### config.mk
export PLATFORM = sky130hd
export DESIGN_NAME = hilo_commit_flat
export DESIGN_NICKNAME = d
export VERILOG_FILES = /design/src/rtl/hilo_commit_if.sv /design/src/rtl/hilo_commit.sv /design/src/flat_wrapper.sv
export SDC_FILE = /design/constraint.sdc
export NUM_CORES = 1
export LEC_CHECK = 0
export ABC_AREA = 0
export BUFFER_PORTS_ARGS = -buffer_cell sky130_fd_sc_hd__buf_2
export CAP_MARGIN = 20
export CORE_MARGIN = 4
export CORE_UTILIZATION = 40
export DETAILED_ROUTE_END_ITERATION = 12
export PLACE_DENSITY = 0.66
export SETUP_SLACK_MARGIN = 0.2
export SKIP_LAST_GASP = 1
export SLEW_MARGIN = 5
export SYNTH_ARGS = -nofsm -noshare
export SYNTH_HDL_FRONTEND = slang
export SYNTH_SLANG_ARGS = --single-unit
### constraint.sdc
create_clock -name Clk -period 2.15 [get_ports Clk]
set_input_delay 0.215 -clock Clk [delete_from_list [all_inputs] [get_ports Clk]]
set_output_delay 0.215 -clock Clk [all_outputs]
set_load 0.1 [all_outputs]
### src/rtl/hilo_commit_if.sv
// Pipeline and multiply/divide-unit signals of the HI/LO commit block.
// slave is the commit block's view; master is the driving side.
interface hilo_commit_if;
  logic        Start;
  logic        Abort;
  logic [31:0] XALU_HI;
  logic [31:0] XALU_LO;
  logic        XALU_Busy;
  logic        WrHI;
  logic        WrLO;
  logic [31:0] WrData;
  logic        RdHI;
  logic        RdLO;
  logic [31:0] HI;
  logic [31:0] LO;
  logic [31:0] RdData;
  logic        Stall;
  logic        Timeout;

  modport slave (
    input  Start, Abort, XALU_HI, XALU_LO, XALU_Busy,
    input  WrHI, WrLO, WrData, RdHI, RdLO,
    output HI, LO, RdData, Stall, Timeout
  );

  modport master (
    output Start, Abort, XALU_HI, XALU_LO, XALU_Busy,
    output WrHI, WrLO, WrData, RdHI, RdLO,
    input  HI, LO, RdData, Stall, Timeout
  );
endinterface

### src/rtl/hilo_commit.sv
// Architectural HI/LO registers: tracks an in-flight mult/div, commits its
// 64-bit result when the unit drops Busy, stalls the pipeline meanwhile.
//
// state | meaning
// IDLE  | no operation in flight; mthi/mtlo writes accepted
// ARM   | one cycle after Start so the unit's Busy can rise
// WAIT  | unit busy; watchdog counting, commit on Busy fall
module hilo_commit #(
  parameter int unsigned WDOG_MAX = 63
) (
  input  logic          Clk,
  input  logic          Clr,
  hilo_commit_if.slave  bus
);

  typedef enum logic [1:0] {
    IDLE = 2'd0,
    ARM  = 2'd1,
    WAIT = 2'd2
  } state_t;

  state_t      state_q, state_d;
  logic [31:0] hi_q, hi_d;
  logic [31:0] lo_q, lo_d;
  logic [7:0]  cnt_q, cnt_d;
  logic        timeout_q, timeout_d;
  logic [7:0]  cnt_inc;
  logic        any_req;

  assign cnt_inc = (cnt_q == 8'hFF) ? cnt_q : cnt_q + 8'd1;
  assign any_req = bus.RdHI | bus.RdLO | bus.WrHI | bus.WrLO | bus.Start;

  always_comb begin
    state_d   = state_q;
    hi_d      = hi_q;
    lo_d      = lo_q;
    cnt_d     = cnt_q;
    timeout_d = timeout_q;

    unique case (state_q)
      IDLE: begin
        if (bus.WrHI) hi_d = bus.WrData;
        if (bus.WrLO) lo_d = bus.WrData;
        if (bus.Start && !bus.Abort) begin
          state_d = ARM;
          cnt_d   = 8'd0;
        end
      end

      ARM: begin
        if (bus.Abort) begin
          state_d = IDLE;
        end else if (bus.XALU_Busy) begin
          state_d = WAIT;
        end else begin
          hi_d    = bus.XALU_HI;
          lo_d    = bus.XALU_LO;
          state_d = IDLE;
        end
      end

      WAIT: begin
        if (bus.Abort) begin
          state_d = IDLE;
        end else if (!bus.XALU_Busy) begin
          hi_d    = bus.XALU_HI;
          lo_d    = bus.XALU_LO;
          state_d = IDLE;
        end else begin
          cnt_d = cnt_inc;
          // Watchdog is only a flag; the unit is still waited on.
          if (32'(cnt_inc) >= WDOG_MAX) timeout_d = 1'b1;
        end
      end

      default: state_d = IDLE;
    endcase
  end

  always_ff @(posedge Clk) begin
    if (Clr) begin
      state_q   <= IDLE;
      hi_q      <= 32'd0;
      lo_q      <= 32'd0;
      cnt_q     <= 8'd0;
      timeout_q <= 1'b0;
    end else begin
      state_q   <= state_d;
      hi_q      <= hi_d;
      lo_q      <= lo_d;
      cnt_q     <= cnt_d;
      timeout_q <= timeout_d;
    end
  end

  assign bus.HI      = hi_q;
  assign bus.LO      = lo_q;
  assign bus.RdData  = bus.RdHI ? hi_q : lo_q;
  assign bus.Stall   = (state_q != IDLE) && any_req;
  assign bus.Timeout = timeout_q;

endmodule

### src/flat_wrapper.sv
// flat-port wrapper written by rule: the top's interface ports become plain ports
module hilo_commit_flat 
#(
  parameter int unsigned WDOG_MAX = 63
)
  (Clk, Clr, bus_Start, bus_Abort, bus_XALU_HI, bus_XALU_LO, bus_XALU_Busy, bus_WrHI, bus_WrLO, bus_WrData, bus_RdHI, bus_RdLO, bus_HI, bus_LO, bus_RdData, bus_Stall, bus_Timeout);
  hilo_commit_if bus_i ();
  input  logic Clk;
  input  logic Clr;
  input wire logic [$bits(bus_i.Start)-1:0] bus_Start;
  input wire logic [$bits(bus_i.Abort)-1:0] bus_Abort;
  input wire logic [$bits(bus_i.XALU_HI)-1:0] bus_XALU_HI;
  input wire logic [$bits(bus_i.XALU_LO)-1:0] bus_XALU_LO;
  input wire logic [$bits(bus_i.XALU_Busy)-1:0] bus_XALU_Busy;
  input wire logic [$bits(bus_i.WrHI)-1:0] bus_WrHI;
  input wire logic [$bits(bus_i.WrLO)-1:0] bus_WrLO;
  input wire logic [$bits(bus_i.WrData)-1:0] bus_WrData;
  input wire logic [$bits(bus_i.RdHI)-1:0] bus_RdHI;
  input wire logic [$bits(bus_i.RdLO)-1:0] bus_RdLO;
  output wire logic [$bits(bus_i.HI)-1:0] bus_HI;
  output wire logic [$bits(bus_i.LO)-1:0] bus_LO;
  output wire logic [$bits(bus_i.RdData)-1:0] bus_RdData;
  output wire logic [$bits(bus_i.Stall)-1:0] bus_Stall;
  output wire logic [$bits(bus_i.Timeout)-1:0] bus_Timeout;
  assign bus_i.Start = bus_Start;
  assign bus_i.Abort = bus_Abort;
  assign bus_i.XALU_HI = bus_XALU_HI;
  assign bus_i.XALU_LO = bus_XALU_LO;
  assign bus_i.XALU_Busy = bus_XALU_Busy;
  assign bus_i.WrHI = bus_WrHI;
  assign bus_i.WrLO = bus_WrLO;
  assign bus_i.WrData = bus_WrData;
  assign bus_i.RdHI = bus_RdHI;
  assign bus_i.RdLO = bus_RdLO;
  assign bus_HI = bus_i.HI;
  assign bus_LO = bus_i.LO;
  assign bus_RdData = bus_i.RdData;
  assign bus_Stall = bus_i.Stall;
  assign bus_Timeout = bus_i.Timeout;
  hilo_commit #(.WDOG_MAX(WDOG_MAX)) u_core (.Clk(Clk), .Clr(Clr), .bus(bus_i));
endmodule
==> flow_metrics.py <==
metrics = {
    "hold_path": {
        "whs_endpoint": "u_core.bus.HI[0]$_SDFFE_PP0P_",
        "hp-start": "bus_XALU_HI[0]",
        "hold_class": "input port to register",
        "holdPathStages": 3,
    },
    "placed_design": {
        "dp_hpwl_mm": 9.18,
        "dpl-instance-area_sq_um": 5430,
        "place_congestion": 0.889,
        "post-place-ws_ns": 0.330,
        "io_buffers": 202,
    },
    "worst_setup_path": {
        "rrSetupSlack_ns": 0.34,
        "setup.worst_path.end_class": "register",
        "crit_type": "register to register",
        "r2r_cells": 5,
        "reg2reg_from": "u_core.cnt_q[0]$_SDFFE_PP0P_",
        "worstPathMaxFanout": 8,
        "arrival_ns": 2.05,
        "worstPathRequired_ns": 2.38,
        "startpoint_type": "register",
        "worst_r2r_endpoint": "u_core.bus.Timeout$_SDFFE_PP0P_",
    },
    "sta": {
        "setup_tns_ns": 0,
        "fin_crit_sh": 0.843,
        "max-slew-margin-rel": 0.588,
        "fin_ws_ns": 0.337,
        "max_freq_mhz": 551,
        "fin_skew_ns": 0.0130,
        "rsz0062_at_grt": "no",
        "slew_violations": 0,
        "finalHoldViolations": 0,
        "min_period_ns": 1.81,
        "tightest_slew_ns": 0.618,
        "finalSetupViolations": 0,
    },
    "power_and_ir_drop": {
        "leakagePower_uw": 0.00245,
        "ir_worst_vdd_uv": 769,
        "fin_total_pwr_uw": 7410,
        "p_per_area_nw_per_um2": 1310,
    },
    "synthesis": {
        "ys_seq_area_frac": 0.349,
        "syn-cell-area_sq_um": 4300,
        "yosys_warnings": 0,
        "yosysTopAreaCell": "dfxtp_1",
        "synth.avg_cell_area_sq_um": 10.2,
        "synth_area_leaders": "dfxtp_1, a211oi_2, mux2i_1, mux2_2, nor2_1",
        "postSynth.asyncResetShare": 0,
        "syn_nets": 532,
        "ys_ff_latch": 75,
        "synth.distinct_cells": 42,
        "synth_edf_count": 0,
        "yosysMostFrequentCell": "dfxtp_1",
        "ys.flop_type": "dfxtp_1",
        "postSynthCellCount": 423,
        "synth_top_area_share": 0.349,
        "synthTopCellsByCount": "dfxtp_1, nor2_1, mux2i_1",
    },
    "finish": {
        "fill_cells": 973,
        "final_area_sq_um": 5640,
        "layout-area-overhead-vs-synth_pct": 31.1,
        "seq_area_sq_um": 1500,
        "multi_input_area_sq_um": 2590,
        "drive_gt1_frac": 0.524,
        "nets": 717,
    },
    "clock_tree": {
        "path_clk_slew_ns": 0.09,
        "cts-buffers-inserted": 9,
        "cts_tree": "yes",
        "clock-sinks": 75,
        "htreeDepth": 3,
        "post_cts_buffers": 0,
        "cts_root_buf": "clkbuf_8",
        "clockBufferDepth": 2,
        "clk_latency_ns": 0.34,
    },
    "floorplan": {
        "die_w_microns": 112,
        "design.core.area_sq_um": 10400,
        "dieHeight_microns": 112,
        "ios": 203,
        "placementRows": 37,
        "initial_utilization": 0.413,
        "die_area_sq_um": 12500,
    },
    "drt": {
        "vias": 3893,
        "wl_mm": 11.9,
        "post_drt_wl_per_cell_microns": 15.9,
        "drtIter0Drc": 230,
        "drcViolationCount": 0,
        "drtAntennaViolNets": 0,
        "viasPerCell": 5.19,
        "first_pass_iters": 4,
    },
    "global_route": {
        "antenna_found_initial": 1,
        "grt.overflow.total": 0,
        "track_usage": 0.187,
        "first_global_vias": 3806,
        "grt_pass1_wl_mm": 19.3,
        "grt_max_degree": 39,
    },
    "outcome": {
        "status": "completed",
    },
    "run": {
        "cap_violations": 0,
    },
}
cell usage in the layout (no fill, tap or decap), drive strengths merged, types with 3 or more instances in the layout:
master | synthesis | routed
a211oi | 66 | 66
a21oi | 7 | 7
a31oi | 4 | 4
buf | 27 | 211
clkbuf | 10 | 10
dfxtp | 75 | 75
ha | 4 | 4
inv | 4 | 6
mux2 | 32 | 32
mux2i | 66 | 66
nand2 | 9 | 9
nand2b | 4 | 4
nand3 | 3 | 3
nor2 | 72 | 72
nor2b | 4 | 4
nor3 | 8 | 8
o32ai | 3 | 3
cell type report:
type,instances,area share
timing repair buffer,211,0.206
inverter,4,0.00266
sequential,75,0.266
antenna,1,0.000444
tap,136,0.0302
clock inverter,6,0.0129
clock buffer,10,0.0226
multi-input combinational,307,0.459
metal layers:
metal | global-route usage | share of wire | up-vias
met4 | 0.0584 | 0.016 | 0
met2 | 0.330 | 0.51 | 123
met1 | 0.226 | 0.42 | 1830
li1 | - | - | 1928
met5 | 0 | 0 | -
met3 | 0.0391 | 0.058 | 12
worst max-delay path, cell delays in order (launching register included):
cell and delay [ns]:
dfxtp_1 0.46, ha_1 0.37, and4_1 0.38, a21o_1 0.15, a21oi_1 0.07, o311ai_1 0.27
registers in the layout (all words and copies together) (netlist names):
register and count:
u_core.bus.LO 32, u_core.bus.HI 32, u_core.state_q 2, u_core.cnt_q 8
u_core.bus.Timeout 1
worst max-delay path by stage:
| stage | startpoint | end | slack, ns | cells past startpoint |
|---|---|---|---|---|
| 3_5_place_dp | u_core.state_q[0]$_SDFFE_PP0P_ | u_core.bus.HI[9]$_SDFFE_PP0P_ | 0.33 | 7 |
| 4_1_cts | u_core.state_q[0]$_SDFFE_PP0P_ | u_core.bus.HI[12]$_SDFFE_PP0P_ | 0.33 | 7 |
| 3_3_place_gp | u_core.state_q[0]$_SDFFE_PP0P_ | u_core.bus.LO[30]$_SDFFE_PP0P_ | 0.38 | 7 |
| 6_report | u_core.cnt_q[0]$_SDFFE_PP0P_ | u_core.bus.Timeout$_SDFFE_PP0P_ | 0.34 | 5 |
| 5_1_grt | u_core.state_q[0]$_SDFFE_PP0P_ | u_core.bus.LO[30]$_SDFFE_PP0P_ | 0.23 | 7 |
| 2_1_floorplan | u_core.bus.HI[0]$_SDFFE_PP0P_ | bus_RdData[0] | 0.33 | 1 |
stage by stage:
| stage | hold slack, ns | instances | util |
|---|---|---|---|
| finish | 0.205 | 750 | 0.542 |
| detailed placement | 0.496 | 733 | 0.521 |
| CTS | 0.195 | 749 | 0.541 |
| global placement | 0.504 | 733 | 0.521 |
| global route | 0.202 | 750 | 0.542 |
| floorplan | 0.399 | 423 | - |
where the power goes:
group,internal [uW],leakage [uW],switching [uW]
Sequential,1630,0.000620,188
Combinational,915,0.00173,3580
Clock,549,0.0000975,547
logic make-up after synthesis:
family          share of synthesized area
compound gates                      0.222
mux                                 0.237
flops                               0.349
buf+inv                            0.0561
xor+xnor                          0.00204
fa+ha+maj                          0.0116
simple gates                        0.122
repair_timing:
action	CTS	global route
gates resized for setup	0	2
endpoints found under the hold margin	0	0
endpoints found under the setup margin	0	3
hold buffers	0	0
(Power assumes the default switching activity.)
